$ cat config.mk
export PLATFORM = sky130hd
export DESIGN_NAME = config_chain_loader_flat
export DESIGN_NICKNAME = d
export VERILOG_FILES = /design/src/rtl/config_chain_loader_if.sv /design/src/rtl/config_chain_loader.sv /design/src/flat_wrapper.sv
export SDC_FILE = /design/constraint.sdc
export NUM_CORES = 1
export LEC_CHECK = 0
export CORE_ASPECT_RATIO = 1.1
export CORE_MARGIN = 1
export CORE_UTILIZATION = 56
export CTS_BUF_LIST = sky130_fd_sc_hd__clkbuf_8
export DETAILED_ROUTE_END_ITERATION = 8
export PLACE_DENSITY = 0.83
export SLEW_MARGIN = 30
export SYNTH_ARGS = -nofsm -noshare
export SYNTH_HDL_FRONTEND = slang
export SYNTH_SLANG_ARGS = --single-unit
$ cat constraint.sdc
create_clock -name clock -period 3.6 [get_ports clock]
set_input_delay 0.36 -clock clock [delete_from_list [all_inputs] [get_ports clock]]
set_output_delay 0.36 -clock clock [all_outputs]
set_load 0.03 [all_outputs]
$ cat src/rtl/config_chain_loader_if.sv
// Host/status bundle for the configuration chain loader.
// The host side (master) drives start/abort and the word handshake; the
// loader (slave) drives the serial chain, word_ready and the status outputs.
interface config_chain_loader_if #(
  parameter int WORD_WIDTH = 32,
  parameter int CNT_WIDTH  = 16
);
  logic                  start;
  logic                  abort;
  logic [WORD_WIDTH-1:0] word_data;
  logic                  word_valid;
  logic                  word_ready;
  logic                  chain_config_out;
  logic                  chain_config_enable;
  logic                  chain_config_nreset;
  logic                  busy;
  logic                  done;
  logic [CNT_WIDTH-1:0]  bits_loaded;

  modport master (
    output start, abort, word_data, word_valid,
    input  word_ready, chain_config_out, chain_config_enable,
           chain_config_nreset, busy, done, bits_loaded
  );

  modport slave (
    input  start, abort, word_data, word_valid,
    output word_ready, chain_config_out, chain_config_enable,
           chain_config_nreset, busy, done, bits_loaded
  );
endinterface

$ cat src/rtl/config_chain_loader.sv
// Configuration chain loader: clears the tile config chain, then shifts host
// words into it LSB-first at up to one bit per cycle, stopping exactly at
// CHAIN_LENGTH bits. All outputs come straight from registers.
module config_chain_loader #(
  parameter int CHAIN_LENGTH = 1024,
  parameter int WORD_WIDTH   = 32,
  parameter int CLEAR_CYCLES = 4,
  parameter int CNT_WIDTH    = 16
) (
  input logic                  clock,
  input logic                  reset,
  config_chain_loader_if.slave bus
);

  localparam int REM_W = $clog2(WORD_WIDTH + 1);
  localparam int CLR_W = $clog2(CLEAR_CYCLES + 1);
  localparam logic [CNT_WIDTH-1:0] CHAIN_LEN_C = CNT_WIDTH'(CHAIN_LENGTH);
  localparam logic [REM_W-1:0]     WORD_LAST_C = REM_W'(WORD_WIDTH - 1);
  localparam logic [CLR_W-1:0]     CLR_LAST_C  = CLR_W'(CLEAR_CYCLES - 1);

  typedef enum logic [1:0] {IDLE, CLEAR, LOAD, DONE} state_t;

  state_t                state_reg;
  logic [WORD_WIDTH-1:0] shift_reg;     // bits of the current word not yet presented
  logic [REM_W-1:0]      rem_reg;       // how many of those remain
  logic [CLR_W-1:0]      clr_cnt_reg;
  logic                  word_ready_reg;
  logic                  out_reg;
  logic                  enable_reg;
  logic                  nreset_reg;
  logic                  busy_reg;
  logic                  done_reg;
  logic [CNT_WIDTH-1:0]  bits_reg;

  logic                  take;
  logic                  has_bits;
  logic                  shift_en;
  logic [CNT_WIDTH-1:0]  cnt_next;
  logic [REM_W-1:0]      rem_next;
  logic                  ready_next;

  // Shifter bookkeeping for the coming edge: a new word always refills the
  // shifter, otherwise drain one bit if any remain. word_ready is raised when
  // the shifter will be empty, unless the chain will be full.
  always_comb begin
    take       = bus.word_valid && word_ready_reg;
    has_bits   = (rem_reg != '0);
    shift_en   = take || has_bits;
    cnt_next   = bits_reg + CNT_WIDTH'(shift_en);
    rem_next   = take ? WORD_LAST_C : (has_bits ? rem_reg - 1'b1 : '0);
    ready_next = (rem_next == '0) && (cnt_next != CHAIN_LEN_C);
  end

  // Loader FSM with all outputs registered; abort beats everything while busy.
  always_ff @(posedge clock or posedge reset) begin
    if (reset) begin
      state_reg      <= IDLE;
      shift_reg      <= '0;
      rem_reg        <= '0;
      clr_cnt_reg    <= '0;
      word_ready_reg <= 1'b0;
      out_reg        <= 1'b0;
      enable_reg     <= 1'b0;
      nreset_reg     <= 1'b0;
      busy_reg       <= 1'b0;
      done_reg       <= 1'b0;
      bits_reg       <= '0;
    end else begin
      case (state_reg)
        IDLE, DONE: begin
          nreset_reg     <= 1'b1;
          enable_reg     <= 1'b0;
          busy_reg       <= 1'b0;
          word_ready_reg <= 1'b0;
          if (bus.start) begin
            state_reg   <= CLEAR;
            nreset_reg  <= 1'b0;
            busy_reg    <= 1'b1;
            done_reg    <= 1'b0;
            bits_reg    <= '0;
            clr_cnt_reg <= '0;
            rem_reg     <= '0;
          end
        end
        CLEAR: begin
          if (bus.abort) begin
            state_reg  <= IDLE;
            nreset_reg <= 1'b1;
            busy_reg   <= 1'b0;
          end else begin
            clr_cnt_reg <= clr_cnt_reg + 1'b1;
            if (clr_cnt_reg == CLR_LAST_C) begin
              state_reg      <= LOAD;
              nreset_reg     <= 1'b1;
              word_ready_reg <= 1'b1;
            end
          end
        end
        LOAD: begin
          if (bus.abort) begin
            state_reg      <= IDLE;
            enable_reg     <= 1'b0;
            word_ready_reg <= 1'b0;
            busy_reg       <= 1'b0;
            rem_reg        <= '0;
          end else if (bits_reg == CHAIN_LEN_C) begin
            // Leftover high bits of the last word are simply dropped.
            state_reg      <= DONE;
            enable_reg     <= 1'b0;
            word_ready_reg <= 1'b0;
            busy_reg       <= 1'b0;
            done_reg       <= 1'b1;
            rem_reg        <= '0;
          end else begin
            if (take) begin
              out_reg   <= bus.word_data[0];
              shift_reg <= bus.word_data >> 1;
            end else if (has_bits) begin
              out_reg   <= shift_reg[0];
              shift_reg <= shift_reg >> 1;
            end
            enable_reg     <= shift_en;
            bits_reg       <= cnt_next;
            rem_reg        <= rem_next;
            word_ready_reg <= ready_next;
          end
        end
        default: state_reg <= IDLE;
      endcase
    end
  end

  assign bus.word_ready          = word_ready_reg;
  assign bus.chain_config_out    = out_reg;
  assign bus.chain_config_enable = enable_reg;
  assign bus.chain_config_nreset = nreset_reg;
  assign bus.busy                = busy_reg;
  assign bus.done                = done_reg;
  assign bus.bits_loaded         = bits_reg;

endmodule

$ cat src/flat_wrapper.sv
// flat-port wrapper written by rule: the top's interface ports become plain ports
module config_chain_loader_flat 
#(
  parameter int CHAIN_LENGTH = 1024,
  parameter int WORD_WIDTH   = 32,
  parameter int CLEAR_CYCLES = 4,
  parameter int CNT_WIDTH    = 16
)
  (clock, reset, bus_start, bus_abort, bus_word_data, bus_word_valid, bus_word_ready, bus_chain_config_out, bus_chain_config_enable, bus_chain_config_nreset, bus_busy, bus_done, bus_bits_loaded);
  config_chain_loader_if #(.WORD_WIDTH(WORD_WIDTH), .CNT_WIDTH(CNT_WIDTH)) bus_i ();
  input logic clock;
  input logic reset;
  input wire logic [$bits(bus_i.start)-1:0] bus_start;
  input wire logic [$bits(bus_i.abort)-1:0] bus_abort;
  input wire logic [$bits(bus_i.word_data)-1:0] bus_word_data;
  input wire logic [$bits(bus_i.word_valid)-1:0] bus_word_valid;
  output wire logic [$bits(bus_i.word_ready)-1:0] bus_word_ready;
  output wire logic [$bits(bus_i.chain_config_out)-1:0] bus_chain_config_out;
  output wire logic [$bits(bus_i.chain_config_enable)-1:0] bus_chain_config_enable;
  output wire logic [$bits(bus_i.chain_config_nreset)-1:0] bus_chain_config_nreset;
  output wire logic [$bits(bus_i.busy)-1:0] bus_busy;
  output wire logic [$bits(bus_i.done)-1:0] bus_done;
  output wire logic [$bits(bus_i.bits_loaded)-1:0] bus_bits_loaded;
  assign bus_i.start = bus_start;
  assign bus_i.abort = bus_abort;
  assign bus_i.word_data = bus_word_data;
  assign bus_i.word_valid = bus_word_valid;
  assign bus_word_ready = bus_i.word_ready;
  assign bus_chain_config_out = bus_i.chain_config_out;
  assign bus_chain_config_enable = bus_i.chain_config_enable;
  assign bus_chain_config_nreset = bus_i.chain_config_nreset;
  assign bus_busy = bus_i.busy;
  assign bus_done = bus_i.done;
  assign bus_bits_loaded = bus_i.bits_loaded;
  config_chain_loader #(.CHAIN_LENGTH(CHAIN_LENGTH), .WORD_WIDTH(WORD_WIDTH), .CLEAR_CYCLES(CLEAR_CYCLES), .CNT_WIDTH(CNT_WIDTH)) u_core (.clock(clock), .reset(reset), .bus(bus_i));
endmodule
==> metrics <==
status=completed; Slowest cell on crit path=nor4_2; Max Fclk=353 MHz; hold_buf cts=0; final WL=about 9 mm; max reg flops=31; VDD IR-drop max=0.322 mV; worst slew pin tran=just under 1000 ps; Vias/cell=~6.4; Detailed Place HPWL=between 6 and 7 mm; logic gate share of total power=36.4%; number of fill cells=about 500; net switching power=964 µW; Worst setup SP type=register; die width=between 70 and 80 µm; largest net degree at the start of global routing=45; Sw Ratio=between 30% and 40%; vias in the first global route=between 3,000 and 4,000; max cap viols=0; Die Y=roughly 88 µm; Final Total Pwr=about 2.5 mW; CP Cell Sequence=inv_1 -> ha_1 -> nand2b_1 -> nor4_2 -> nand2_1 -> ha_1 -> ha_1 -> nand4_1 -> nor3_1 -> o21bai_1 -> nor4b_1 -> a31oi_1; Area contributors post-synth=dfrtp_1, a21oi_1, mux2i_1, ha_1, o21ai_0; Routed wire per std cell=17.6 µm; RD Place Congestion=0.959; post-route design area=around 4500 µm²; Core ar.=~6300 µm²; Final min period=~2800 ps; met2 WL=4.50 mm; Slew HR=35.4%; cell mode on critical path=ha_1; global-route wire length before repair=roughly 15 mm; drt pass-1 iters=5; P&R area growth vs syn=21.2%; Initial Util=between 50% and 60%; vias=3,352; DR top layer=met4; Clock Skew=~13 ps; Root Driver=clkbuf_8; initial antenna violation count=0; number of gates resized after CTS=0; clock tree buffer depth=2; Setup CP Type=reg2reg; Clock Power Share=approximately 24%; Crit path required time=3820 ps; crit share post-route=78.7%; Leak=approximately 2.0 nW; RSZ-0062 raised after global routing=false; fin worst setup slack=768 ps; # rows=30; Worst EP arrival=3050 ps; grt ovf=0; # diodes=0; TritonCTS clock tree=yes; hold slack=about 430 ps; CP Capture Type=register; Finished Layout Cells=526; Cell Int Power=1.52 mW; proportion of layout cells with a drive suffix above 1=between 7 and 8%; clk slew on worst S/H paths=80 ps; syn_area_per_cell=between 9 and 10 µm²; worst skew pair latency=between 300 and 400 ps; WL met1=~3.9 mm; top_reg_cell synth=dfrtp_1; Syn Inst Count=slightly below 400; IO buf count=58; met3 routed WL=around 600 µm; Yosys cell types=60; area of placed instances=approximately 4300 µm²; Seq/Total Area, Yosys=a little over two fifths; syn nets=about 440; worst min path class=in2async; gr usage total=around 29%; Synth Register Bits=64; post-synth top area share=a little over two fifths; Ys Warns=0; Post-synth EDFFs=0; clk sinks=64; placed insts=slightly above 500; die area=between 6000 and 7000 µm²; Num CTS Buffers=9; postcts setup bufs=0; utilization of the core after routing=roughly 72%; drc violations=0; final net count=~500; synthesized area=~3700 µm²; Starting DRT DRC Count=~230; Seq pwr share=39.5%; Max Slew Vio Count=0; pre-CTS setup slack=between 700 and 800 ps; # setup viols final=0; most frequent cell after synthesis=a21oi_1; Antenna Nets Post-Route=0; io pins=59; crit-path max cell delay=slightly below 400 ps; setup_tns=0 ps; Commonest cells post-synth=a21oi_1, dfrtp_1, mux2i_1, nand2_1, o21ai_0; H-tree depth=3; worst r2r src=u_core.rem_reg[0]; ys async rst share=between 90% and 100%; Critical Path Fanout Max=7; pwr/cell area=approximately 550 nW/µm²; Worst Setup SP=u_core.rem_reg[0]; post-synth top area cell=dfrtp_1; Hold Fails Final Rpt=0
## final timing paths
path                                                   to  slack [ps]  depth (start not counted)
max reg2reg                         u_core.bus.word_ready         770                         12
max                                 u_core.bus.word_ready         770                         12
min in group clock                   u_core.shift_reg[30]         500                          1
min reg2reg                          u_core.shift_reg[30]         500                          1
min                        u_core.bus.chain_config_nreset         430                          2
max in group asynchronous            u_core.shift_reg[30]        2280                          3
## logic make-up (layout without fill, tap and decap cells)
kind of cell	count (synthesis)	count (layout)	synth area share, %
AND/OR/NAND/NOR	99	99	15.1
AO/OA/AOI/OAI	134	134	22.3
buffers and inverters	47	98	5.63
XOR/XNOR	8	8	1.88
adder cells (fa/ha/maj)	10	10	3.35
flip-flops	64	64	42.9
multiplexers	33	33	8.85
## layout make-up
class	count	area [µm²]	share of cell area, %
flip-flops and latches	64	1600	35.4
well taps	80	100	2.21
multi-input cells	284	1930	42.7
repair buffers	65	633	14.0
clock buffers	12	165	3.65
clock inverters	4	27.5	0.608
inverters	17	63.8	1.41
## critical path, delay by kind of cell, from the launching register on
family | cells | cell delay, ps
AO/OA/AOI/OAI | 2 | 300
adder cells (fa/ha/maj) | 3 | 680
buffers and inverters | 1 | 140
flip-flops | 1 | 380
AND/OR/NAND/NOR | 6 | 1210
## layer usage
layer	up-vias	track usage, %
met5	-	0
met4	0	12.5
met3	23	7.60
met2	157	47.0
met1	1621	36.1
li1	1551	-
## power groups by stage
stage                     combinational [mW]  clock (mW)  sequential (mW)
after floorplan                        0.632           0            0.993
after global placement                 0.869           0            0.980
after detailed placement               0.895           0            0.990
after CTS                              0.903       0.605            0.980
after global routing                    1.00       0.643             1.00
final                                  0.905       0.600            0.981
## layout by cell type, fill, tap and decap left out, types with 3 or more instances in the layout
cell type,n
clkdlybuf4s50_1,58
and2_1,5
buf_4,7
ha_1,10
o21ai_1,3
inv_1,16
mux2i_1,33
a21oi_1,65
o211ai_1,3
nand3_1,7
nor2b_1,3
nor3_1,14
nand2_1,19
clkbuf_8,12
xnor2_1,6
nor2_1,12
o21ai_0,18
dfrtp_1,64
a21o_1,3
nand2b_1,6
clkinvlp_4,3
a22o_1,6
and3_1,3
a221o_1,6
nor4b_1,4
nor4_1,9
a31oi_1,6
nand4_1,4
Power figures use the tool's default switching activity.
